[src/rtl/pipe_ctrl_n_if.sv]
// Control bundle between the pipeline request logic and pipe_ctrl_n:
// per-stage stall/flush requests in, keep/dirty vectors and counters out.
interface pipe_ctrl_n_if #(
  parameter int unsigned N     = 5,
  parameter int unsigned CNT_W = 16
) ();
  logic             freeze;
  logic [N-1:0]     stall;
  logic [N-1:0]     flush;
  logic             clr_cnt;
  logic [N-1:0]     keep;
  logic [N-1:0]     dirty;
  logic             stall_expire;
  logic [CNT_W-1:0] retired_cnt;
  logic [CNT_W-1:0] bubble_cnt;

  modport master (
    output freeze, stall, flush, clr_cnt,
    input  keep, dirty, stall_expire, retired_cnt, bubble_cnt
  );

  modport slave (
    input  freeze, stall, flush, clr_cnt,
    output keep, dirty, stall_expire, retired_cnt, bubble_cnt
  );
endinterface

[src/rtl/pipe_ctrl_n.sv]
// N-stage in-order pipeline control: per-stage keep/dirty generation with freeze,
// flush, stall priority, a consecutive-stall watchdog and saturating perf counters.
module pipe_ctrl_n #(
  parameter int unsigned N         = 5,
  parameter int unsigned MAX_STALL = 1,
  parameter int unsigned CNT_W     = 16
) (
  input  logic         clk,
  input  logic         rst,
  pipe_ctrl_n_if.slave ctl
);

  localparam int unsigned IDX_W = (N > 1) ? $clog2(N) : 1;
  localparam int unsigned WD_W  = (MAX_STALL > 0) ? $clog2(MAX_STALL + 1) : 1;
  localparam logic [CNT_W-1:0] CNT_MAX = '1;

  typedef enum logic [2:0] {
    M_RESET,
    M_FREEZE,
    M_FLUSH,
    M_STALL,
    M_ADVANCE
  } mode_e;

  mode_e            mode;
  logic [N-1:0]     dirty_q, dirty_d;
  logic [WD_W-1:0]  wd_q, wd_d;
  logic [CNT_W-1:0] ret_q, ret_d;
  logic [CNT_W-1:0] bub_q, bub_d;
  logic [N-1:0]     keep_c;
  logic             expire_c;
  logic [IDX_W-1:0] flush_idx;
  logic [IDX_W-1:0] stall_idx;
  logic             flush_any;
  logic             stall_any;
  logic             wd_hit;

  // Lowest set request index: the most downstream flush/stall wins.
  always_comb begin
    flush_idx = '0;
    stall_idx = '0;
    for (int j = N - 1; j >= 0; j--) begin
      if (ctl.flush[j]) flush_idx = IDX_W'(j);
      if (ctl.stall[j]) stall_idx = IDX_W'(j);
    end
  end

  assign flush_any = |ctl.flush;
  assign stall_any = |ctl.stall;
  assign wd_hit    = (MAX_STALL > 0) && (wd_q == WD_W'(MAX_STALL));

  always_comb begin
    if (!rst)                        mode = M_RESET;
    else if (ctl.freeze)             mode = M_FREEZE;
    else if (flush_any)              mode = M_FLUSH;
    else if (stall_any && !wd_hit)   mode = M_STALL;
    else                             mode = M_ADVANCE;
  end

  // Next-state and combinational outputs; keep never depends on dirty.
  always_comb begin
    keep_c   = '0;
    expire_c = 1'b0;
    dirty_d  = dirty_q;
    wd_d     = wd_q;
    ret_d    = ret_q;
    bub_d    = bub_q;

    unique case (mode)
      M_RESET: ;
      M_FREEZE: keep_c = '1;
      M_FLUSH: begin
        wd_d = '0;
        for (int j = 0; j < N - 1; j++) begin
          dirty_d[j] = (IDX_W'(j) >= flush_idx) ? 1'b1 : dirty_q[j+1];
        end
        dirty_d[N-1] = 1'b0;
      end
      M_STALL: begin
        wd_d = (MAX_STALL > 0) ? wd_q + WD_W'(1) : '0;
        for (int j = 0; j < N; j++) begin
          keep_c[j] = (IDX_W'(j) >= stall_idx);
        end
        for (int j = 0; j < N - 1; j++) begin
          if (IDX_W'(j) >= stall_idx)          dirty_d[j] = dirty_q[j];
          else if (IDX_W'(j + 1) == stall_idx) dirty_d[j] = 1'b1;
          else                                 dirty_d[j] = dirty_q[j+1];
        end
      end
      M_ADVANCE: begin
        wd_d     = '0;
        expire_c = stall_any && wd_hit;
        dirty_d  = {1'b0, dirty_q[N-1:1]};
      end
      default: ;
    endcase

    // Counters move only on live, unfrozen cycles; clear beats increment.
    if (mode != M_RESET && mode != M_FREEZE) begin
      if (ctl.clr_cnt) begin
        ret_d = '0;
        bub_d = '0;
      end else begin
        if (!dirty_q[0] && !keep_c[0] && ret_q != CNT_MAX) ret_d = ret_q + CNT_W'(1);
        if (dirty_q[0] && bub_q != CNT_MAX)                bub_d = bub_q + CNT_W'(1);
      end
    end
  end

  always_ff @(posedge clk) begin
    if (!rst) begin
      dirty_q <= '1;
      wd_q    <= '0;
      ret_q   <= '0;
      bub_q   <= '0;
    end else begin
      dirty_q <= dirty_d;
      wd_q    <= wd_d;
      ret_q   <= ret_d;
      bub_q   <= bub_d;
    end
  end

  assign ctl.keep         = keep_c;
  assign ctl.dirty        = dirty_q;
  assign ctl.stall_expire = expire_c;
  assign ctl.retired_cnt  = ret_q;
  assign ctl.bubble_cnt   = bub_q;

endmodule
[src/flat_wrapper.sv]
// flat-port wrapper written by rule: the top's interface ports become plain ports
module pipe_ctrl_n_flat 
#(
  parameter int unsigned N         = 5,
  parameter int unsigned MAX_STALL = 1,
  parameter int unsigned CNT_W     = 16
)
  (clk, rst, ctl_freeze, ctl_stall, ctl_flush, ctl_clr_cnt, ctl_keep, ctl_dirty, ctl_stall_expire, ctl_retired_cnt, ctl_bubble_cnt);
  pipe_ctrl_n_if #(.N(N), .CNT_W(CNT_W)) ctl_i ();
  input  logic clk;
  input  logic rst;
  input wire logic [$bits(ctl_i.freeze)-1:0] ctl_freeze;
  input wire logic [$bits(ctl_i.stall)-1:0] ctl_stall;
  input wire logic [$bits(ctl_i.flush)-1:0] ctl_flush;
  input wire logic [$bits(ctl_i.clr_cnt)-1:0] ctl_clr_cnt;
  output wire logic [$bits(ctl_i.keep)-1:0] ctl_keep;
  output wire logic [$bits(ctl_i.dirty)-1:0] ctl_dirty;
  output wire logic [$bits(ctl_i.stall_expire)-1:0] ctl_stall_expire;
  output wire logic [$bits(ctl_i.retired_cnt)-1:0] ctl_retired_cnt;
  output wire logic [$bits(ctl_i.bubble_cnt)-1:0] ctl_bubble_cnt;
  assign ctl_i.freeze = ctl_freeze;
  assign ctl_i.stall = ctl_stall;
  assign ctl_i.flush = ctl_flush;
  assign ctl_i.clr_cnt = ctl_clr_cnt;
  assign ctl_keep = ctl_i.keep;
  assign ctl_dirty = ctl_i.dirty;
  assign ctl_stall_expire = ctl_i.stall_expire;
  assign ctl_retired_cnt = ctl_i.retired_cnt;
  assign ctl_bubble_cnt = ctl_i.bubble_cnt;
  pipe_ctrl_n #(.N(N), .MAX_STALL(MAX_STALL), .CNT_W(CNT_W)) u_core (.clk(clk), .rst(rst), .ctl(ctl_i));
endmodule
[config.mk]
export PLATFORM = sky130hd
export DESIGN_NAME = pipe_ctrl_n_flat
export DESIGN_NICKNAME = d
export VERILOG_FILES = /design/src/rtl/pipe_ctrl_n_if.sv /design/src/rtl/pipe_ctrl_n.sv /design/src/flat_wrapper.sv
export SDC_FILE = /design/constraint.sdc
export NUM_CORES = 1
export LEC_CHECK = 0
export CAP_MARGIN = 20
export CORE_MARGIN = 10
export CORE_UTILIZATION = 49
export DETAILED_ROUTE_END_ITERATION = 8
export PLACE_DENSITY_LB_ADDON = 0.1
export SYNTH_ARGS = -nofsm -noshare
export SYNTH_HDL_FRONTEND = slang
export SYNTH_SLANG_ARGS = --single-unit
[constraint.sdc]
create_clock -name clk -period 2.01 [get_ports clk]
set_input_delay 0.3015 -clock clk [delete_from_list [all_inputs] [get_ports clk]]
set_output_delay 0.3015 -clock clk [all_outputs]
set_load 0.02 [all_outputs]
==> results_dict.tcl <==
set metrics [dict create \
    port_buffers 56 \
    layout-drive-gt1-share 0.2592 \
    hp-class "in2reg" \
    place_area_um2 3221 \
    final_cell_mix "buf_4, clkdlybuf4s50_1, dfxtp_1" \
    cts-buffers-inserted 5 \
    diodes 0 \
    outcome "finished, final reports clean" \
    muxShareOfSynthArea 0.01334 \
    netlist_area_um2 2251 \
    fin_nets 397 \
    max-slew-margin-rel 0.6999 \
    die_h_um 87.78 \
    min_period_ns 1.953 \
    critPathKind "reg2out" \
    fp.coreArea_um2 4414 \
    io_pins 57 \
    clk-insertion-delay-late_ns 0.30 \
    synthTopCellsByArea "dfxtp_1, a21oi_1, nand2_1" \
    skew_ns 0.006047 \
    yosys.area_share.simple 0.3330 \
    synthAdderAreaFrac 0.01112 \
    routedWlPerCell_um 16.37 \
    cp_max_fo 4 \
    synth_compound_gate_area_share 0.2557 \
    report.final.slew_viol_count 0 \
    die-area_um2 7704 \
    root_buffer "clkbuf_8" \
    setup_violations 0 \
    htreeDepth 2 \
    postSynthAreaPerCell_um2 8.245 \
    worst_pin_slew_ns 0.4502 \
    cts_tree "built" \
    remaining_drc_errors 0 \
    routed_wl_um 7103 \
    multi_input_area_um2 1493 \
    synth_edf_count 0 \
    syn_nets 289 \
    grt.total_usage 0.1789 \
    grt_start_max_net_pins 14 \
    final_area_um2 3476 \
    finalPower_mw 1.615 \
    fillers 317 \
    hpwl_um 5041 \
    register_area_um2 762.0 \
    final_cells 434 \
    ys.flop_type "dfxtp_1" \
    required_ns 1.71 \
    final_core_util 0.7874 \
    antenna_found_initial 0 \
    fp.dieW_um 87.78 \
    synth_seq_area_share 0.3380 \
    synth_cell_types 57 \
    grt_pass1_wl_um 11530 \
    cp.arrival_ns 1.65 \
    async_reset_ff_frac 0 \
    synth-xor-area-share 0.007782 \
    cts.sinks 38 \
    cp-start-kind "flop" \
    power.density_nw_per_um2 464.7 \
    antenna_left 0 \
    leakage_nw 1.375 \
    drt-pass1-iter-count 4 \
    cts.clk_slew.worst_paths_ns 0.08 \
    endpoint_kind "output pin" \
    timing.final.crit_share 0.9715 \
    dp_slack_ns -0.5431 \
    clockBufferDepth 2 \
    syn_inst 273 \
    yosys_warnings 0 \
    layout_commonest_cell "buf_4" \
    drtIter0Drc 136 \
    synth_top_area_frac 0.3380 \
    dp.cells 421 \
    grt-ovfl-total 0 \
    areaGrowthSynthToFinish_pct 54.42 \
    max_freq_ghz 0.5121 \
    cts_hold_buf 0 \
    num_vias 2591 \
    row_count 24 \
    synth_top_family_by_area "simple AND/OR/NAND/NOR gates" \
    setup_ws_ns 0.05733 \
    synth-seq-cells 38 \
    synth.largest_area_cell "dfxtp_1" \
    initial_utilization 0.5099 \
    place.gp.congestion 0.8893 \
    ir_worst_vdd_uv 369.3 \
    drv_cap 0 \
    grt_pass1_vias 2513 \
    finalHoldViolations 0 \
    viasPerCell 5.970 \
]
## repair_timing
| item | CTS | global route |
|---|---|---|
| setup buffers | 1 | 5 |
| endpoints found under the setup margin | 6 | 23 |
| gates resized for setup | 42 | 19 |
| pin swaps | 4 | 13 |
## flip-flops by register name, indices dropped and copies added (netlist names)
name                    flops
u_core.wd_hit               1
u_core.ctl.retired_cnt     16
u_core.ctl.dirty            5
u_core.ctl.bubble_cnt      16
## logic make-up (layout without fill, tap and decap cells)
logic type | Yosys count | in the layout
xor gates and xnor gates | 2 | 2
and+or+nand+nor | 128 | 128
muxes | 3 | 3
buffers and inverters | 21 | 130
adders and majority gates | 2 | 2
DFF | 38 | 38
AOI/OAI and AO/OA | 79 | 79
## worst paths after layout
check	startpoint	end	slack [ns]	cells past startpoint
setup / recovery	u_core.wd_hit$_SDFFE_PN0P_	ctl_keep[3]	0.06	5
hold / removal	rst	u_core.ctl.bubble_cnt[2]$_SDFFE_PN0P_	0.43	3
setup reg to reg	u_core.wd_hit$_SDFFE_PN0P_	u_core.ctl.retired_cnt[14]$_SDFFE_PN0P_	0.08	7
hold reg to reg	u_core.ctl.dirty[1]$_SDFFE_PN1P_	u_core.ctl.dirty[1]$_SDFFE_PN1P_	0.48	2
## metrics by stage
stage               hold WS (ns)  setup TNS (ns)
floorplan                 0.4044               0
global placement          0.4565          -6.973
finish                    0.4349               0
global route              0.4484        -0.02290
detailed placement        0.4603          -7.868
CTS                       0.4741        -0.02201
## area by class of cell
class	count	share of cell area
multi-input combinational	214	0.4294
timing repair buffer	113	0.2912
sequential	38	0.2192
clock buffer	8	0.03168
tap	52	0.01872
inverter	9	0.009719
## worst max-delay path, stage by stage (launching register included)
cell and delay, ns:
dfxtp_1 0.38, nor4_4 0.38, nand2_1 0.13, nor2_1 0.15, o21a_1 0.19, buf_6 0.13
## synthesized netlist by cell type, types with 7 or more instances
cell and number:
nand2_1 25, nor2_1 22, inv_1 9, or4_1 7, o31ai_1 7, nand3_1 10
or3_1 11, a21oi_1 22, nor3_1 9, o21ai_0 8, dfxtp_1 38, o21ai_1 7
## power by group
group	internal, mW	total (mW)	switching [mW]
sequential	0.757	0.760	0.00337
clock	0.347	0.628	0.282
combinational	0.110	0.226	0.116
total	1.21	1.62	0.401
## metal layers
layer	vias to the layer above	global-route usage	share of wire
li1	1248	-	-
met1	1228	0.2271	0.44
met2	100	0.2745	0.46
met3	15	0.05478	0.086
met4	0	0.07391	0.018
met5	-	0	0
No activity file was read; power rests on OpenSTA's default activity.
